--- src/rtl/mem_access_stage.sv ---
// MEM-stage data-SRAM access unit: store lane steering, multi-cycle loads with extension, ALU pass-through.
// Optional misaligned-address exceptions are enabled by defining MEM_ADDR_EXC_EN.
module mem_access_stage #(
    parameter int RD_LATENCY = 1
) (
    input  logic        clk,
    input  logic        rst,
    input  logic        in_valid,
    input  logic [3:0]  mem_op,
    input  logic [31:0] alu_result,
    input  logic [31:0] store_data,
    input  logic        flush,
    output logic        stall,
    output logic        out_valid,
    output logic [31:0] mem_result,
    output logic        data_sram_en,
    output logic [3:0]  data_sram_wen,
    output logic [31:0] data_sram_addr,
    output logic [31:0] data_sram_wdata,
    input  logic [31:0] data_sram_rdata,
    output logic        adel,
    output logic        ades
);

    localparam logic [3:0] OP_LB  = 4'd1;
    localparam logic [3:0] OP_LBU = 4'd2;
    localparam logic [3:0] OP_LH  = 4'd3;
    localparam logic [3:0] OP_LHU = 4'd4;
    localparam logic [3:0] OP_LW  = 4'd5;
    localparam logic [3:0] OP_SB  = 4'd8;
    localparam logic [3:0] OP_SH  = 4'd9;
    localparam logic [3:0] OP_SW  = 4'd10;

    // A latency of 4 truncates to 0, which the 2-bit counter reaches after wrapping 1,2,3,0.
    localparam logic [1:0] LAT_MATCH = 2'(RD_LATENCY);

    typedef enum logic [1:0] {IDLE, WAIT, DONE} state_t;

    state_t      state_q;
    logic [1:0]  cnt_q;
    logic [31:0] result_q;
    logic [1:0]  lane_q;
    logic [3:0]  op_q;

    logic        is_load;
    logic        is_store;
    logic        mis_load;
    logic        mis_store;
    logic [31:0] rdata_ext_d;
    logic [7:0]  byte_sel;
    logic [15:0] half_sel;

    always_comb begin
        is_load  = 1'b0;
        is_store = 1'b0;
        case (mem_op)
            OP_LB, OP_LBU, OP_LH, OP_LHU, OP_LW: is_load  = in_valid;
            OP_SB, OP_SH, OP_SW:                 is_store = in_valid;
            default: ;
        endcase
    end

`ifdef MEM_ADDR_EXC_EN
    always_comb begin
        mis_load  = 1'b0;
        mis_store = 1'b0;
        if (in_valid) begin
            case (mem_op)
                OP_LH, OP_LHU: mis_load  = alu_result[0];
                OP_LW:         mis_load  = |alu_result[1:0];
                OP_SH:         mis_store = alu_result[0];
                OP_SW:         mis_store = |alu_result[1:0];
                default: ;
            endcase
        end
    end
`else
    assign mis_load  = 1'b0;
    assign mis_store = 1'b0;
`endif

    // Extraction uses the lane and opcode latched when the request was issued.
    always_comb begin
        byte_sel = data_sram_rdata[8*lane_q +: 8];
        half_sel = lane_q[1] ? data_sram_rdata[31:16] : data_sram_rdata[15:0];
        case (op_q)
            OP_LB:   rdata_ext_d = {{24{byte_sel[7]}}, byte_sel};
            OP_LBU:  rdata_ext_d = {24'd0, byte_sel};
            OP_LH:   rdata_ext_d = {{16{half_sel[15]}}, half_sel};
            OP_LHU:  rdata_ext_d = {16'd0, half_sel};
            default: rdata_ext_d = data_sram_rdata;
        endcase
    end

    always_ff @(posedge clk or negedge rst) begin
        if (!rst) begin
            state_q  <= IDLE;
            cnt_q    <= 2'd0;
            result_q <= 32'd0;
            lane_q   <= 2'd0;
            op_q     <= 4'd0;
        end else if (flush) begin
            state_q <= IDLE;
            cnt_q   <= 2'd0;
        end else begin
            case (state_q)
                IDLE: begin
                    if (is_load && !mis_load) begin
                        state_q <= WAIT;
                        cnt_q   <= 2'd1;
                        lane_q  <= alu_result[1:0];
                        op_q    <= mem_op;
                    end
                end
                WAIT: begin
                    cnt_q <= cnt_q + 2'd1;
                    if (cnt_q == LAT_MATCH) begin
                        result_q <= rdata_ext_d;
                        state_q  <= DONE;
                    end
                end
                DONE: begin
                    state_q <= IDLE;
                    cnt_q   <= 2'd0;
                end
                default: state_q <= IDLE;
            endcase
        end
    end

    always_comb begin
        stall           = 1'b0;
        out_valid       = 1'b0;
        mem_result      = alu_result;
        data_sram_en    = 1'b0;
        data_sram_wen   = 4'd0;
        data_sram_addr  = {alu_result[31:2], 2'b00};
        data_sram_wdata = 32'd0;
        adel            = 1'b0;
        ades            = 1'b0;
        case (state_q)
            IDLE: begin
                out_valid = in_valid;
                if (mis_load) begin
                    adel = 1'b1;
                end else if (mis_store) begin
                    ades = 1'b1;
                end else if (is_store) begin
                    data_sram_en = 1'b1;
                    case (mem_op)
                        OP_SB: begin
                            data_sram_wen   = 4'b0001 << alu_result[1:0];
                            data_sram_wdata = {4{store_data[7:0]}};
                        end
                        OP_SH: begin
                            data_sram_wen   = alu_result[1] ? 4'b1100 : 4'b0011;
                            data_sram_wdata = {2{store_data[15:0]}};
                        end
                        default: begin
                            data_sram_wen   = 4'b1111;
                            data_sram_wdata = store_data;
                        end
                    endcase
                end else if (is_load) begin
                    data_sram_en = 1'b1;
                    stall        = 1'b1;
                    out_valid    = 1'b0;
                end
            end
            WAIT: begin
                stall = 1'b1;
            end
            DONE: begin
                out_valid  = 1'b1;
                mem_result = result_q;
            end
            default: ;
        endcase
        if (flush) begin
            stall         = 1'b0;
            out_valid     = 1'b0;
            data_sram_en  = 1'b0;
            data_sram_wen = 4'd0;
            adel          = 1'b0;
            ades          = 1'b0;
        end
        if (!rst) begin
            stall           = 1'b0;
            out_valid       = 1'b0;
            data_sram_en    = 1'b0;
            data_sram_wen   = 4'd0;
            data_sram_addr  = 32'd0;
            data_sram_wdata = 32'd0;
            adel            = 1'b0;
            ades            = 1'b0;
        end
    end

endmodule

--- config.mk ---
export PLATFORM = sky130hd
export DESIGN_NAME = mem_access_stage
export DESIGN_NICKNAME = d
export VERILOG_FILES = /design/src/rtl/mem_access_stage.sv
export SDC_FILE = /design/constraint.sdc
export NUM_CORES = 1
export LEC_CHECK = 0
export BUFFER_PORTS_ARGS = -buffer_cell sky130_fd_sc_hd__clkbuf_2
export CELL_PAD_IN_SITES_DETAIL_PLACEMENT = 1
export CELL_PAD_IN_SITES_GLOBAL_PLACEMENT = 1
export CORE_UTILIZATION = 30
export DETAILED_ROUTE_END_ITERATION = 10
export PLACE_DENSITY_LB_ADDON = 0.1
export RECOVER_POWER = 50
export SLEW_MARGIN = 10
export SYNTH_ARGS = -nofsm -noshare
export SYNTH_HDL_FRONTEND = slang
export SYNTH_SLANG_ARGS = --single-unit
--- constraint.sdc ---
create_clock -name clk -period 2.3 [get_ports clk]
set_input_delay 0.115 -clock clk [delete_from_list [all_inputs] [get_ports clk]]
set_output_delay 0.115 -clock clk [all_outputs]
set_load 0.03 [all_outputs]
* Word level (Yosys, flattened, before mapping) *
Index checks and enable logic that the tools add are counted.

operators by class
  add/subtract/negate cells = 1
  equal/unequal tests = 17
  shift operators = 2
  muxes and demuxes = 36
  bitwise logic cells = 1
  reduce and logical (&&, ||, !) cells = 8

operator list
  operator               number
  $mux W32               5
  $pmux W32 S4           1
  $pmux W32 S2           1
  $shiftx A32 B6 Y8      1
  $mux W4                5
  $eq A4 B2 Y1 const B   4
  $mux W16               1
  $mux W1                14
  $eq A4 B3 Y1 const B   3
  $eq A4 B4 Y1 const B   3
  $eq A4 B1 Y1 const B   2
  $mux W2                4
  $pmux W4 S2            1
  $ne A3 B3 Y1 const B   2
  $pmux W2 S3            1
  $reduce_and A3 Y1      2
  $reduce_or A5 Y1       1
  $eq A2 B1 Y1 const B   2
  $pmux W1 S2            2
  $pmux W2 S2            1
  $reduce_and A2 Y1      2
  $reduce_bool A4 Y1     1
  $shl A1 B2 Y4 const A  1
  $reduce_or A3 Y1       1
  other kinds (4)        4

word-level totals
  register bits = 42
  input bits = 104
  output and inout bits = 105
  word-level logic and storage cells = 70

* Longest topological paths before layout *
Gate-level depths: netlist (run 1).

  depth after elaboration = 8
  depth in mapped cells = 8
  depth with buffers taken out = 7

* Worst setup path after synthesis (run 1) *
No wires, ideal clock.

  kind = register to output
  from = reg state_q[0]
  to = out data_sram_wdata[27]
  arrival time = 2.265 ns
  required time = 2.185 ns
  setup slack = -0.080 ns
  cell stages (with the launch flop) = 8
  buffers on the path = 1
  cells stage by stage = dfrtp_1 inv_1 ha_1 nand2_1 a2111oi_0 nand2_1 clkbuf_1 a211oi_1

on the way
  cells in the longest elaborated chain, start to end = 3

RTL lines
  what                    line  source
  start, declared         39    state_t state_q;
  start signal, assigned  97    state_q <= IDLE;
  start signal, assigned  103   state_q <= IDLE;
  start signal, assigned  109   state_q <= WAIT;
  $logic_not A2 Y1        141   case (state_q)
  $mux W32                141
  $mux W32                187   if (!rst) begin
  end, declared           19    output logic [31:0] data_sram_wdata,

No other way between the ends.

* Worst setup path after layout (run 1) *
  from = reg state_q[0]
  to = out data_sram_wdata[24]

Same word-level chain as after synthesis.

==> results of run 1 <==
-- sequential cells by signal, summed over array words and instances, names as in the netlist --
register	cells
cnt_q	2
lane_q	2
state_q	2
op_q	4
result_q	32
-- cell usage after synthesis, types with 2 or more instances --
library cell / n / area (sq um)
and2_1: 30 / 188
a21o_1: 2 / 15.0
a21oi_1: 32 / 160
nand2_1: 57 / 214
mux2i_1: 12 / 120
dfrtp_1: 42 / 1050
nand2b_1: 2 / 12.5
a31oi_1: 11 / 68.8
or3_1: 3 / 18.8
ha_1: 5 / 62.6
inv_1: 9 / 33.8
clkbuf_1: 22 / 82.6
nor3_1: 3 / 15.0
buf_1: 3 / 11.3
and3_1: 10 / 62.6
o21ai_0: 6 / 30.0
a221o_1: 16 / 160
a222oi_1: 7 / 70.1
buf_2: 4 / 20.0
mux2_2: 43 / 484
a211oi_1: 9 / 67.6
buf_4: 5 / 37.5
nor2_1: 41 / 154
-- per-layer routing --
metal  track usage, %  wire length, um  vias up
met4             4.21               80        0
met1             25.9             5110     1769
met5                0                0        -
li1                 -                -     1814
met2             36.6             6180      133
met3             3.63              741        5
-- worst max-delay path, delay by kind of cell, from the launching register on --
| family | cells | cell delay (ns) |
|---|---|---|
| compound gates | 2 | 0.41 |
| fa+ha+maj | 1 | 0.16 |
| buf+inv | 3 | 0.52 |
| flops | 1 | 0.44 |
| simple gates | 2 | 0.23 |
-- through the flow --
step / hold WS (ns) / setup TNS (ns) / util (%) / worst slack (ns)
5_1_grt: 0.0523 / -0.00368 / 43.7 / -0.00368
2_1_floorplan: -0.181 / -0.319 / - / -0.0797
3_5_place_dp: 0.0435 / 0 / 41.9 / 0.242
4_1_cts: 0.0565 / 0 / 43.2 / 0.0177
6_report: 0.0674 / 0 / 43.7 / 0.126
3_3_place_gp: 0.0407 / 0 / 41.9 / 0.377
-- cell type report --
cell class | count | area (sq um)
Fill cell | 1387 | 6130
Multi-Input combinational cell | 314 | 2180
Timing Repair Buffer | 224 | 1220
Sequential cell | 42 | 1050
Tap cell | 140 | 175
Clock buffer | 6 | 82.6
Inverter | 9 | 33.8
Clock inverter | 2 | 12.5
-- placed cells by master (no fill, tap or decap), types with 2 or more instances in the layout --
master / synthesis / layout
a211oi_1: 9 / 7
dfrtp_1: 42 / 41
mux2_2: 43 / 43
clkbuf_2: 0 / 192
o21ai_0: 6 / 6
inv_2: 0 / 2
nand2b_1: 2 / 2
ha_1: 5 / 3
a31oi_1: 11 / 11
mux2i_1: 12 / 12
or3_1: 3 / 3
a21oi_1: 32 / 31
clkbuf_8: 0 / 6
nor2_1: 41 / 40
a222oi_1: 7 / 7
a221o_1: 16 / 16
a21o_1: 2 / 2
and3_1: 10 / 10
nor3_1: 3 / 3
and2_1: 30 / 30
inv_1: 9 / 7
conb_1: 1 / 4
buf_2: 4 / 2
a211oi_2: 0 / 2
nand2_1: 57 / 56
clkbuf_4: 0 / 2
buf_12: 0 / 2
buf_4: 5 / 25
a2111oi_4: 1 / 2
-- worst max path at each step --
stage	slack, ns	to	start	depth (start not counted)
floorplan	-0.08	data_sram_wdata[27]	state_q[0]	7
global placement	0.38	data_sram_wdata[26]	state_q[0]	8
detailed placement	0.24	data_sram_wen[1]	state_q[0]	8
CTS	0.02	data_sram_wdata[28]	state_q[0]	8
global route	-0.004	data_sram_wdata[26]	state_q[0]	8
finish	0.13	data_sram_wdata[24]	state_q[0]	8
-- cells by family after synthesis --
logic type / after synthesis / synth area share, %
AND/OR/NAND/NOR: 156 / 22.1
AO/OA/AOI/OAI: 91 / 19.6
multiplexers: 56 / 18.7
buffers and inverters: 44 / 5.85
flip-flops: 42 / 31.3
adder cells (fa/ha/maj): 5 / 1.86
XOR/XNOR: 2 / 0.522
other: 1 / 0.112
-- report_power, final --
group | leakage, nW | total (W) | switching (W) | internal, W
clock | 0.0472 | 0.000510 | 0.000269 | 0.000242
combinational | 1.84 | 0.00122 | 0.000678 | 0.000541
sequential | 0.517 | 0.00117 | 0.000197 | 0.000974
-- timing repair --
action	4_1_cts	5_1_grt
cloned	0	0
hold buffers	1	0
resized for setup	6	26
setup endpoints to repair	24	36
buffers inserted	1	0
hold endpoints to repair	5	0
==> summary.md, run 1 <==
| Metric | Value |
|---|---|
| Sequential area share after synthesis | a little under a third |
| IO Count | around 210 |
| Leakage | roughly 2.4 nW |
| Clk Latency, worst-skew pair | about 0.30 ns |
| Drt first pass iters | 5 |
| Max stage delay on crit path | around 0.44 ns |
| Crit start category | register |
| Core area | 10,900 sq um |
| Via density | between 5 and 6 |
| Die Y | ~110 um |
| CTS tree | yes |
| Avg Inst Size Synth | roughly 8.5 sq um |
| Cell depth of the worst hold path | 3 |
| CTS Buffer Depth | 2 |
| Final Setup Violations | 0 |
| Hold path startpoint | data_sram_rdata[12] |
| Fmax | 460 MHz |
| CTS sink count | 42 |
| Max transition margin | around 63% |
| Remaining routing DRC violations | 0 |
| HP Class | in -> reg |
| CP max-delay cell | dfrtp_2 |
| Post-route ant nets | 0 |
| Worst-path maximum fanout | 24 |
| Total gr overflow | 0 |
| H-tree levels | 2 |
| Die Area | roughly 12,000 sq um |
| CP required | 2.18 ns |
| Status | finished clean |
| Cells after DPL | ~730 |
| Yosys reg bits | 42 |
| Top FF cell, synth | dfrtp_1 |
| Initial Util | between 30% and 40% |
| CTS Buf Count | 5 |
| Post-synthesis cell type count | 46 |
| Final Cell Area | approximately 4800 sq um |
| Worst Path Arrival | around 2.1 ns |
| EDFF count, synth | 0 |
| Tcrit/Tclk final | ~95% |
| Final Hold Viols | 0 |
| Max-slew violation count | 0 |
| Root buf cell | clkbuf_8 |
| Worst hold endpoint | result_q[12] |
| Share of cells above drive strength 1 | between 40% and 50% |
| Clock transition at path regs | 0.08 ns |
| GRT Overall Usage | 20.6% |
| Crit Path Class | reg -> out |
| Number of DRC markers in iteration 0 | 200 |
| Area after DPL | 4570 sq um |
| Post-Syn Area | 3360 sq um |
| Power consumption | 0.00290 W |
| PD cells | 610 nW/um^2 |
| Num rows | 38 |
| RR Startpoint | state_q[1] |
| Max Cap Viol | 0 |
| Peak VDD IR | roughly 0.00026 V |
| CP cell instances | inv_2 -> ha_4 -> nand2_2 -> a2111oi_4 -> nand2_1 -> buf_12 -> a211oi_1 -> clkbuf_4 |
| Largest net degree at the start of global routing | 40 |
| Synth-to-layout area growth | 41.6% |
| Worst Tran Pin Value | about 0.55 ns |
| Routed via count | about 3,700 |
| R2r setup slk | between 0.2 and 0.3 ns |
| Final setup skew | between 0.008 and 0.009 ns |
| # nets final | a little over 700 |
| PortBufs | roughly 200 |
| Initial antenna violation count | 0 |
| Asr flop ratio synth | 100% |
| Antenna cells | 0 |
| First-pass GRT wire length | around 19,000 um |
| Non-Filler Instances | approximately 740 |
| RePlAce Congestion | between 0.7 and 0.8 |
| Fin crit period | 2.17 ns |
| Syn. warnings | 0 |
| Die X | approximately 110 um |
| Mapped Cells | approximately 400 |
| Wire per inst | between 15 and 20 um |
| DRT Wirelength | around 12,000 um |
| Detail Placement HPWL | roughly 10000 um |
| Worst r2r dst | result_q[29] |
| Critical Path Sink Type | primary output |
| R2R depth | 7 |
| RSZ-0062 raised after global routing | yes |
| Vias in the first global route | ~3,600 |
Note: power is estimated with default switching activity, not from simulation.
==> run 2, diff against run 1 <==
--- a/config.mk
+++ b/config.mk
@@ -6,12 +6,11 @@
 export NUM_CORES = 1
 export LEC_CHECK = 0
 export BUFFER_PORTS_ARGS = -buffer_cell sky130_fd_sc_hd__clkbuf_2
-export CELL_PAD_IN_SITES_DETAIL_PLACEMENT = 1
-export CELL_PAD_IN_SITES_GLOBAL_PLACEMENT = 1
-export CORE_UTILIZATION = 30
+export CORE_UTILIZATION = 35
 export DETAILED_ROUTE_END_ITERATION = 10
-export PLACE_DENSITY_LB_ADDON = 0.1
+export PLACE_DENSITY_LB_ADDON = 0.25
 export RECOVER_POWER = 50
+export REMOVE_ABC_BUFFERS = 1
 export SLEW_MARGIN = 10
 export SYNTH_ARGS = -nofsm -noshare
 export SYNTH_HDL_FRONTEND = slang
==> run 2 against run 1 <==
  * Clock skew is 0.0014 ns higher
  * Combinational power about the same
  * Sequential power is essentially flat
  * Total power is 6.0% higher
  * Cell count fell by 1.4%
  * Sequential share of layout area about the same
  * First-iteration DRC count decreased by 11%
  * Non-clock buffer count grew 1
  * Register-to-register slack got worse by 0.03 ns
  * Critical path depth did not move
  * Critical path type unchanged
  * Maximum frequency is 0.38% lower
  * Count of clock-buffer cells in the layout is 1 lower
==> summary.md, run 2 (same netlist as run 1, synthesis figures left out) <==
| Metric | Value |
|---|---|
| GRT met2 Usage | 37.8% (was 36.6%) |
| Final Cell Area | 4760 sq um (unchanged) |
| Seq pwr share | 38.2% (was 40.4%) |
| DP Worst Slack | 0.302 ns (was 0.242 ns) |
| Fin crit period | 2.18 ns (was 2.17 ns) |
| Clk Latency, worst-skew pair | 0.30 ns (about the same) |
| Sw Ratio | 36.8% (was 39.4%) |
| Initial Util | 36.2% (was 30.9%) |
| Combinational group share of total power | 39.0% (was 42.0%) |
| CTS sink count | 42 (unchanged) |
| Flip-flop count of the largest register after layout | 32 (unchanged) |
| Initial antenna violation count | 0 (unchanged) |
| Biggest regs | result_q (32), op_q (4) (unchanged) |
| CP required | 2.18 ns (about the same) |
| CTS Buf Count | 5 (unchanged) |
| First-pass GRT wire length | 17,100 um (was 18,700 um) |
| R2R depth | 7 (unchanged) |
| Drt first pass iters | 4 (was 5) |
| Worst r2r dst | result_q[20] (was result_q[29]) |
| Setup WS post-layout | 0.118 ns (was 0.126 ns) |
| Vias in the first global route | 3,500 (was 3,621) |
| Final Setup Violations | 0 (unchanged) |
| Antenna cells | 0 (unchanged) |
| CTS tree | yes (unchanged) |
| Commonest non-fill, non-tap cells in the layout | 163 x clkbuf_2, 56 x nand2_1, 43 x mux2_2 (was 192 x clkbuf_2, 56 x nand2_1, 43 x mux2_2) |
| Root buf cell | clkbuf_8 (unchanged) |
| Total negative slack | 0 ns (unchanged) |
| GR peak layer | met2 (unchanged) |
| Crit Path Class | reg -> out (unchanged) |
| Biggest register | result_q (unchanged) |
| Peak VDD IR | 0.000330 V (was 0.000256 V) |
| Synth-to-layout area growth | 41.6% (unchanged) |
| DRT Wirelength | 11,000 um (was 12,100 um) |
| Leakage | 2.33 nW (was 2.40 nW) |
| Largest net degree at the start of global routing | 35 (was 40) |
| Worst Path Arrival | 2.07 ns (was 2.06 ns) |
| # nets final | 706 (was 705) |
| Status | finished clean (unchanged) |
| Detail Placement HPWL | 8630 um (was 9750 um) |
| CTS Buffer Depth | 2 (unchanged) |
| Max-slew violation count | 0 (unchanged) |
| Critical Path Sink Type | primary output (unchanged) |
| Cells after DPL | 718 (was 727) |
| Wire per inst | 15.1 um (was 16.4 um) |
| GRT Overall Usage | 21.5% (was 20.6%) |
| Total gr overflow | 0 (unchanged) |
| PortBufs | 204 (unchanged) |
| GR Util met1 | 27.0% (was 25.9%) |
| Share of cells above drive strength 1 | 43.6% (was 48.7%) |
| PD cells | 646 nW/um^2 (was 610 nW/um^2) |
| RePlAce Congestion | 0.889 (was 0.778) |
| Core area | 9280 sq um (was 10,900 sq um) |
| Fmax | 458 MHz (was 460 MHz) |
| Sw Pwr | 0.00113 W (was 0.00114 W) |
| Number of DRC markers in iteration 0 | 178 (was 200) |
| Clk pwr share | 22.8% (was 17.6%) |
| HP Class | in -> async (was in -> reg) |
| Die X | 100 um (was 108 um) |
| Remaining routing DRC violations | 0 (unchanged) |
| Routed via count | 3,748 (was 3,721) |
| Post-route ant nets | 0 (unchanged) |
| Die Area | 9990 sq um (was 11,600 sq um) |
| Worst Tran Pin Value | 0.569 ns (was 0.551 ns) |
| Die Y | 100 um (was 108 um) |
| RR Startpoint | state_q[1] (unchanged) |
| Internal | 0.00194 W (was 0.00176 W) |
| Clock transition at path regs | 0.08 ns (about the same) |
| H-tree levels | 2 (unchanged) |
| Non-Filler Instances | 727 (was 737) |
| Via density | 5.16 (was 5.05) |
| Final setup skew | 0.0104 ns (was 0.00900 ns) |
| Final Hold Viols | 0 (unchanged) |
| Crit start category | register (unchanged) |
| Tcrit/Tclk final | 94.9% (was 94.5%) |
| Max Cap Viol | 0 (unchanged) |
| CTS Hold Buffers Added | 0 (was 1) |
| Leading cell type in the layout, fill and taps excluded | clkbuf_2 (unchanged) |
| IO Count | 209 (unchanged) |
| Area after DPL | 4560 sq um (was 4570 sq um) |
| Grt met3 use | 3.34% (was 3.63%) |
| Power consumption | 0.00307 W (was 0.00290 W) |
| Worst-path maximum fanout | 4 (was 24) |
| Num rows | 35 (was 38) |
| Max transition margin | 62.0% (was 63.0%) |
| R2r setup slk | 0.25 ns (was 0.28 ns) |
| RSZ-0062 raised after global routing | yes (unchanged) |
==> run 2: cell types whose count changed in the layout (fill, tap and decap cells not counted), moves of 2 or more <==
cell,delta
a211oi_1,-3
a211oi_2,+3
buf_2,+2
buf_4,-4
bufinv_16,+2
clkbuf_1,+32
clkbuf_2,-29
inv_1,+2
inv_2,-2
==> run 2: routing by layer <==
metal / share of wire, % / vias up
met4: 1.5 / 0
li1: - / 1814
met3: 7.2 / 17
met1: 42 / 1738
met5: 0 / -
met2: 49 / 179
==> run 2: layout make-up <==
| class | count | area (sq um) |
|---|---|---|
| Fill cell | 975 | 4530 |
| Multi-Input combinational cell | 314 | 2190 |
| Timing Repair Buffer | 225 | 1180 |
| Sequential cell | 42 | 1050 |
| Tap cell | 129 | 161 |
| Clock buffer | 5 | 68.8 |
| Clock inverter | 3 | 68.8 |
| Inverter | 9 | 33.8 |
==> run 2: metrics by stage <==
step	hold WS, ns	util (%)
after global routing	0.0403	51.2
after CTS	0.0175	51.0
final	0.0199	51.2
after global placement	0.316	49.1
after detailed placement	0.336	49.1
after floorplan	-0.181	-
==> run 2: how the worst max path moves through the flow <==
stage                     slack, ns             endpoint  depth (start not counted)       start
after floorplan               -1.17  data_sram_wdata[24]                          6  state_q[0]
after global placement         0.39     data_sram_wen[3]                          8  state_q[0]
after detailed placement       0.30         result_q[18]                          7  state_q[1]
after CTS                      0.03  data_sram_wdata[31]                          8  state_q[0]
after global routing          -0.02     data_sram_wen[0]                          8  state_q[0]
final                          0.12     data_sram_wen[2]                          8  state_q[0]
==> run 2: timing repair <==
action	CTS	global route
resized for setup	2	27
endpoints found under the setup margin	9	37
buffers inserted	1	0
==> run 2: critical path: stages (launching register included) <==
cell       delay [ns]
dfrtp_1          0.42
inv_1            0.14
ha_4             0.17
nand2_2          0.09
a2111oi_4        0.22
buf_4            0.19
nand3b_1         0.18
a21oi_1          0.16
buf_2            0.21
==> run 2: power groups by stage <==
stage               clock [W]  sequential, W  combinational (W)
floorplan                   0        0.00111           0.000819
global placement            0        0.00117            0.00117
detailed placement          0        0.00118            0.00120
CTS                  0.000712        0.00117            0.00121
global route         0.000744        0.00121            0.00131
finish               0.000702        0.00117            0.00120
